File: src/rtl/qos_wrr_arbiter.sv
// QoS weighted-round-robin packet arbiter with per-level credits, packet lock and aging override.
// Optional statistics (stat_pkts, max_wait) are built only when QOS_ARB_STATS_EN is defined.
module qos_wrr_arbiter #(
  parameter int unsigned NUM_REQ    = 4,
  parameter int unsigned QOS_LEVELS = 4,
  parameter int unsigned WEIGHT_W   = 4,
  parameter int unsigned AGE_W      = 8,
  localparam int unsigned QW        = $clog2(QOS_LEVELS),
  localparam int unsigned IW        = $clog2(NUM_REQ)
) (
  input  logic                         clk,
  input  logic                         rst_n,
  input  logic [NUM_REQ-1:0]           req,
  input  logic [NUM_REQ*QW-1:0]        req_qos,
  input  logic [NUM_REQ-1:0]           req_last,
  input  logic                         out_ready,
  input  logic [QOS_LEVELS*WEIGHT_W-1:0] cfg_weight,
  input  logic [AGE_W-1:0]             aging_threshold,
  input  logic                         fairness_enable,
  output logic [NUM_REQ-1:0]           grant,
  output logic                         locked,
  output logic [NUM_REQ-1:0]           starved,
  output logic [QOS_LEVELS*32-1:0]     stat_pkts,
  output logic [AGE_W-1:0]             max_wait
);

  typedef enum logic {UNLOCKED, LOCKED} state_e;

  state_e              state_q, state_d;
  logic [IW-1:0]       owner_q, owner_d;
  logic [QW-1:0]       olvl_q, olvl_d;
  logic                ofree_q, ofree_d;
  logic [WEIGHT_W-1:0] credit_q [QOS_LEVELS];
  logic [WEIGHT_W-1:0] credit_d [QOS_LEVELS];
  logic [IW-1:0]       ptr_q    [QOS_LEVELS];
  logic [IW-1:0]       ptr_d    [QOS_LEVELS];
  logic [AGE_W-1:0]    age_q    [NUM_REQ];
  logic [AGE_W-1:0]    age_d    [NUM_REQ];

  logic [QW-1:0]         req_lvl [NUM_REQ];
  logic [QOS_LEVELS-1:0] lvl_req;
  logic [NUM_REQ-1:0]    starved_c, grant_c;
  logic                  cred_ok, rel_ok, rr_found, aged_found;
  logic [QW-1:0]         cred_lvl, rel_lvl, top_lvl, sel_lvl, win_lvl;
  logic [IW-1:0]         rr_win, aged_win, win, idx;
  logic                  free, reload, xfer, done;

  // Out-of-range QoS codes (non power-of-two level counts) fold onto the top level.
  always_comb begin
    lvl_req   = '0;
    starved_c = '0;
    for (int unsigned i = 0; i < NUM_REQ; i++) begin
      req_lvl[i] = (32'(req_qos[i*QW +: QW]) >= QOS_LEVELS) ? QW'(QOS_LEVELS - 1)
                                                           : req_qos[i*QW +: QW];
      if (req[i]) lvl_req[req_lvl[i]] = 1'b1;
      starved_c[i] = req[i] && (aging_threshold != '0) && (age_q[i] >= aging_threshold);
    end
  end

  always_comb begin
    cred_ok  = 1'b0;
    rel_ok   = 1'b0;
    cred_lvl = '0;
    rel_lvl  = '0;
    top_lvl  = '0;
    for (int unsigned l = 0; l < QOS_LEVELS; l++) begin
      if (lvl_req[l]) begin
        top_lvl = QW'(l);
        if (credit_q[l] != '0) begin
          cred_ok  = 1'b1;
          cred_lvl = QW'(l);
        end
        if (cfg_weight[l*WEIGHT_W +: WEIGHT_W] != '0) begin
          rel_ok  = 1'b1;
          rel_lvl = QW'(l);
        end
      end
    end
    sel_lvl = cred_ok ? cred_lvl : (rel_ok ? rel_lvl : top_lvl);

    rr_found = 1'b0;
    rr_win   = '0;
    idx      = '0;
    for (int unsigned k = 0; k < NUM_REQ; k++) begin
      idx = IW'((32'(ptr_q[sel_lvl]) + k) % NUM_REQ);
      if (!rr_found && req[idx] && (req_lvl[idx] == sel_lvl)) begin
        rr_found = 1'b1;
        rr_win   = idx;
      end
    end

    aged_found = 1'b0;
    aged_win   = '0;
    for (int unsigned i = 0; i < NUM_REQ; i++) begin
      if (!aged_found && starved_c[i]) begin
        aged_found = 1'b1;
        aged_win   = IW'(i);
      end
    end
  end

  // A packet picked by an aged override or a reload cycle is "free": it never decrements credit.
  always_comb begin
    grant_c = '0;
    win     = '0;
    win_lvl = '0;
    free    = 1'b0;
    reload  = 1'b0;
    if (state_q == LOCKED) begin
      win              = owner_q;
      win_lvl          = olvl_q;
      free             = ofree_q;
      grant_c[owner_q] = req[owner_q];
    end else if (fairness_enable && aged_found) begin
      win               = aged_win;
      win_lvl           = req_lvl[aged_win];
      free              = 1'b1;
      grant_c[aged_win] = 1'b1;
    end else if (|req) begin
      win             = rr_win;
      win_lvl         = sel_lvl;
      reload          = !cred_ok;
      free            = !cred_ok;
      grant_c[rr_win] = 1'b1;
    end
    xfer = (|grant_c) && out_ready;
    done = xfer && req_last[win];
  end

  always_comb begin
    state_d  = state_q;
    owner_d  = owner_q;
    olvl_d   = olvl_q;
    ofree_d  = ofree_q;
    credit_d = credit_q;
    ptr_d    = ptr_q;
    if (state_q == LOCKED) begin
      if (!req[owner_q] || done) state_d = UNLOCKED;
    end else if (xfer && !req_last[win]) begin
      state_d = LOCKED;
      owner_d = win;
      olvl_d  = win_lvl;
      ofree_d = free;
    end
    if (reload) begin
      for (int unsigned l = 0; l < QOS_LEVELS; l++) credit_d[l] = cfg_weight[l*WEIGHT_W +: WEIGHT_W];
    end
    if (done) begin
      ptr_d[win_lvl] = (win == IW'(NUM_REQ - 1)) ? '0 : win + 1'b1;
      if (!free && (credit_d[win_lvl] != '0)) credit_d[win_lvl] = credit_d[win_lvl] - 1'b1;
    end
    for (int unsigned i = 0; i < NUM_REQ; i++) begin
      if (!req[i] || (done && (win == IW'(i))))  age_d[i] = '0;
      else if (xfer && (win == IW'(i)))          age_d[i] = age_q[i];
      else if (age_q[i] != '1)                   age_d[i] = age_q[i] + 1'b1;
      else                                       age_d[i] = age_q[i];
    end
  end

  always_ff @(posedge clk or negedge rst_n) begin
    if (!rst_n) begin
      state_q <= UNLOCKED;
      owner_q <= '0;
      olvl_q  <= '0;
      ofree_q <= 1'b0;
      for (int unsigned l = 0; l < QOS_LEVELS; l++) begin
        credit_q[l] <= '0;
        ptr_q[l]    <= '0;
      end
      for (int unsigned i = 0; i < NUM_REQ; i++) age_q[i] <= '0;
    end else begin
      state_q  <= state_d;
      owner_q  <= owner_d;
      olvl_q   <= olvl_d;
      ofree_q  <= ofree_d;
      credit_q <= credit_d;
      ptr_q    <= ptr_d;
      age_q    <= age_d;
    end
  end

  assign grant   = rst_n ? grant_c : '0;
  assign locked  = rst_n && (state_q == LOCKED);
  assign starved = rst_n ? starved_c : '0;

`ifdef QOS_ARB_STATS_EN
  logic [31:0] stat_q [QOS_LEVELS];

  always_ff @(posedge clk or negedge rst_n) begin
    if (!rst_n) begin
      for (int unsigned l = 0; l < QOS_LEVELS; l++) stat_q[l] <= '0;
    end else if (done) begin
      stat_q[win_lvl] <= stat_q[win_lvl] + 32'd1;
    end
  end

  always_comb begin
    stat_pkts = '0;
    max_wait  = '0;
    for (int unsigned l = 0; l < QOS_LEVELS; l++) stat_pkts[l*32 +: 32] = stat_q[l];
    for (int unsigned i = 0; i < NUM_REQ; i++) begin
      if (req[i] && (age_q[i] > max_wait)) max_wait = age_q[i];
    end
    if (!rst_n) max_wait = '0;
  end
`else
  assign stat_pkts = '0;
  assign max_wait  = '0;
`endif

endmodule

File: config.mk
export PLATFORM = sky130hd
export DESIGN_NAME = qos_wrr_arbiter
export DESIGN_NICKNAME = d
export VERILOG_FILES = /design/src/rtl/qos_wrr_arbiter.sv
export SDC_FILE = /design/constraint.sdc
export NUM_CORES = 1
export LEC_CHECK = 0
export BUFFER_PORTS_ARGS = -buffer_cell sky130_fd_sc_hd__buf_2
export CAP_MARGIN = 10
export CORE_MARGIN = 2
export CORE_UTILIZATION = 45
export CTS_BUF_LIST = sky130_fd_sc_hd__clkbuf_4 sky130_fd_sc_hd__clkbuf_8
export CTS_CLUSTER_SIZE = 8
export DETAILED_ROUTE_END_ITERATION = 16
export GPL_TIMING_DRIVEN = 1
export MAX_ROUTING_LAYER = met4
export PLACE_DENSITY = 0.82
export SYNTH_ARGS = -nofsm -noshare
export SYNTH_HDL_FRONTEND = slang
export SYNTH_SLANG_ARGS = --single-unit
File: constraint.sdc
create_clock -name clk -period 11.53 [get_ports clk]
set_input_delay 0.5765 -clock clk [delete_from_list [all_inputs] [get_ports clk]]
set_output_delay 0.5765 -clock clk [all_outputs]
set_load 0.005 [all_outputs]
==> metrics <==
outcome finished, final reports clean; synth unique cells 78; max_cap viols 0; Top Usage Layer GRT met2; # DRC 0; IO Count 189; CP max stage delay 620 ps; most frequent cell after synthesis buf_4; insertion delay to the later sink of the worst-skew pair 350 ps; DR WL/cell 15.8 um; Worst Path Arrival 7270 ps; clock-pin slew on the worst setup and hold paths 70 ps; root buf cell clkbuf_8; register area share after synthesis 22.9%; largest net degree at the start of global routing 66; Commonest cells post-synth 138 x buf_4, 62 x dfrtp_1, 55 x nor2_1; row cnt 44; first-pass GRT wire length 25100 um; CTS tree yes; commonest register cell after synthesis dfrtp_1; Setup Skew 16.0 ps; Detail Placement HPWL 12200 um; hold buffers post-CTS 0; area growth from synthesis to layout 0.868%; EDFF count, synth 0; nets@finish 890; vias per cell 5.56; required time of the critical path 11750 ps; crit path cell chain buf_2, or3b_1, a41oi_1, o22ai_1, a221oi_4, mux2_2, a211oi_4, mux2i_1, mux2i_1, a2bb2oi_1, o31ai_1, a21boi_0, a21oi_1, o21bai_1, inv_1, ha_1, a32oi_1, and4_1, nand3_1, xor2_1, nor2_1; FF+latch area 1550 um^2; critical path endpoint category flip-flop; Slew @ Worst Pin 1020 ps; CTS Buffer Depth 2; Vert. Die Dim 127 um; Power per Cell Area 224 nW/um^2; # Post-CTS Setup Buffers 0; RR Startpoint credit_q[9]$_DFF_PN0_; CP Buf/Inv Count 2; routability congestion estimate 0.924; chip width 127 um; Finished Core Util 46.7%; CTS Sinks 62; worst reg-to-reg setup slack 4690 ps; kind of critical path input pin to flip-flop; met1 usage 25.2%; DRT Pass-1 Iters 5; cells after synthesis 772; Via Count 5531; antenna violations before repair 0; top post-synthesis cells by area dfrtp_1 23%, buf_4 15%, ha_1 7.6%; post-synth top area cell dfrtp_1; Worst R2R End age_q[23]$_DFFE_PN0P_; Peak Freq 142 MHz; Worst Path Max Fanout 19; Final Setup Violations 0; DRT Wirelength 15700 um; share of synthesized registers carrying an async set or reset 100%; met3 Track Usage GR 2.24%; CTS H-tree lvls 3; RSZ-0062 raised after global routing false; Slowest cell on crit path a211oi_4; worst min-delay path class input pin to asynchronous set/reset pin; P_leak 3.35 nW; CP top delay family compound AO/OA/AOI/OAI gates; worst-case reg-to-reg path depth 20; post-synthesis cell area 6780 um^2; CP Capture Point age_q[23]$_DFFE_PN0P_; Starting Density 46.3%; Slew headroom 30.3%; Max VDD drop 0.0977 mV; Crit path depth 21; Filler cells 1412; die area 16100 um^2; met2 Use GR 32.3%; number of global-route vias before repair 5150; 1st-iter DRT viols 520; synth warn 0; Finished Layout Cells 994; flops & latches, synth 62; Sum Neg Setup Slack 0 ps; post-CTS sizing 0; ant diodes 0; most frequent cell on the critical path mux2i_1; Num CTS Buffers 9; Core ar. 14600 um^2; multi-input logic area 4480 um^2; area share of the largest cell type after synthesis 22.9%; Final ANT Viol Nets 0; syn avg cell area 8.78 um^2; final hold violation count 0; gr usage total 19.7%; global route total overflow 0; fin crit share 61.2%; CP Launch Type input pin; dpl cells 978; Tmin final 7050 ps; Port Buf Inserts 52; share of cells above drive strength 1 13.0%; Critical Path Source req[2]; Final Max Tran Viols 0
==> worst min-delay path by stage <==
stage | start | to | slack (ps) | depth (start not counted)
after floorplan | rst_n | age_q[0]$_DFFE_PN0P_ | 280 | 0
after global placement | olvl_q[1]$_DFFE_PN0P_ | olvl_q[1]$_DFFE_PN0P_ | 490 | 1
after detailed placement | olvl_q[1]$_DFFE_PN0P_ | olvl_q[1]$_DFFE_PN0P_ | 500 | 1
after CTS | rst_n | age_q[25]$_DFFE_PN0P_ | 480 | 2
after global routing | rst_n | age_q[25]$_DFFE_PN0P_ | 500 | 2
final | rst_n | age_q[25]$_DFFE_PN0P_ | 440 | 2
==> through the flow <==
| step | instance area [um^2] | setup WS (ps) | hold WS, ps | total power [W] |
|---|---|---|---|---|
| floorplan | 7280 | 5520 | 281 | 0.00112 |
| finish | 6840 | 4480 | 436 | 0.00153 |
| CTS | 6840 | 4620 | 479 | 0.00152 |
| global route | 6840 | 3980 | 498 | 0.00165 |
| detailed placement | 6620 | 4350 | 496 | 0.00130 |
| global placement | 6620 | 4540 | 488 | 0.00127 |
==> flip-flops by register name (all words and copies together), names as in the netlist <==
name and count:
age_q 32, credit_q 16, ptr_q 8, olvl_q 2, owner_q 2, ofree_q 1, state_q 1
==> cells by family after synthesis <==
kind of cell	after synthesis	share of synthesized area, %
AND/OR/NAND/NOR	234	18.5
buffers and inverters	188	18.4
AO/OA/AOI/OAI	134	15.2
multiplexers	73	12.3
flip-flops	62	22.9
adder cells (fa/ha/maj)	41	7.57
XOR/XNOR	39	5.04
other	1	0.0553
==> placed cells by master (no fill, tap or decap), types with 16 or more instances in the layout <==
| master | Yosys | routed |
|---|---|---|
| xnor2_1 | 16 | 16 |
| a21oi_1 | 24 | 24 |
| and3_1 | 17 | 17 |
| nand3_1 | 22 | 22 |
| ha_1 | 41 | 41 |
| conb_1 | 1 | 136 |
| buf_2 | 8 | 52 |
| nand2_1 | 41 | 41 |
| dfrtp_1 | 62 | 62 |
| mux2i_1 | 50 | 50 |
| inv_1 | 20 | 20 |
| xor2_1 | 23 | 23 |
| nor2_1 | 55 | 55 |
==> cell type report <==
type	instances	share of cell area [%]
Clock inverter	7	1.30
Timing Repair Buffer	55	4.14
Tap cell	184	3.37
Multi-Input combinational cell	657	65.6
Clock buffer	9	1.81
Inverter	20	1.10
Sequential cell	62	22.7
==> metal layers <==
metal	wire, um	vias to the layer above
met5	0	-
met3	900	36
met1	6830	2632
li1	-	2591
met2	7600	272
met4	368	0
==> power breakdown <==
part / total (W) / leakage [nW] / internal (W) / switching (W)
Clock: 0.000212 / 0.113 / 0.000120 / 0.0000912
Sequential: 0.000354 / 0.796 / 0.000286 / 0.0000675
Combinational: 0.000967 / 2.44 / 0.000389 / 0.000578
No activity file was read; power rests on OpenSTA's default activity.
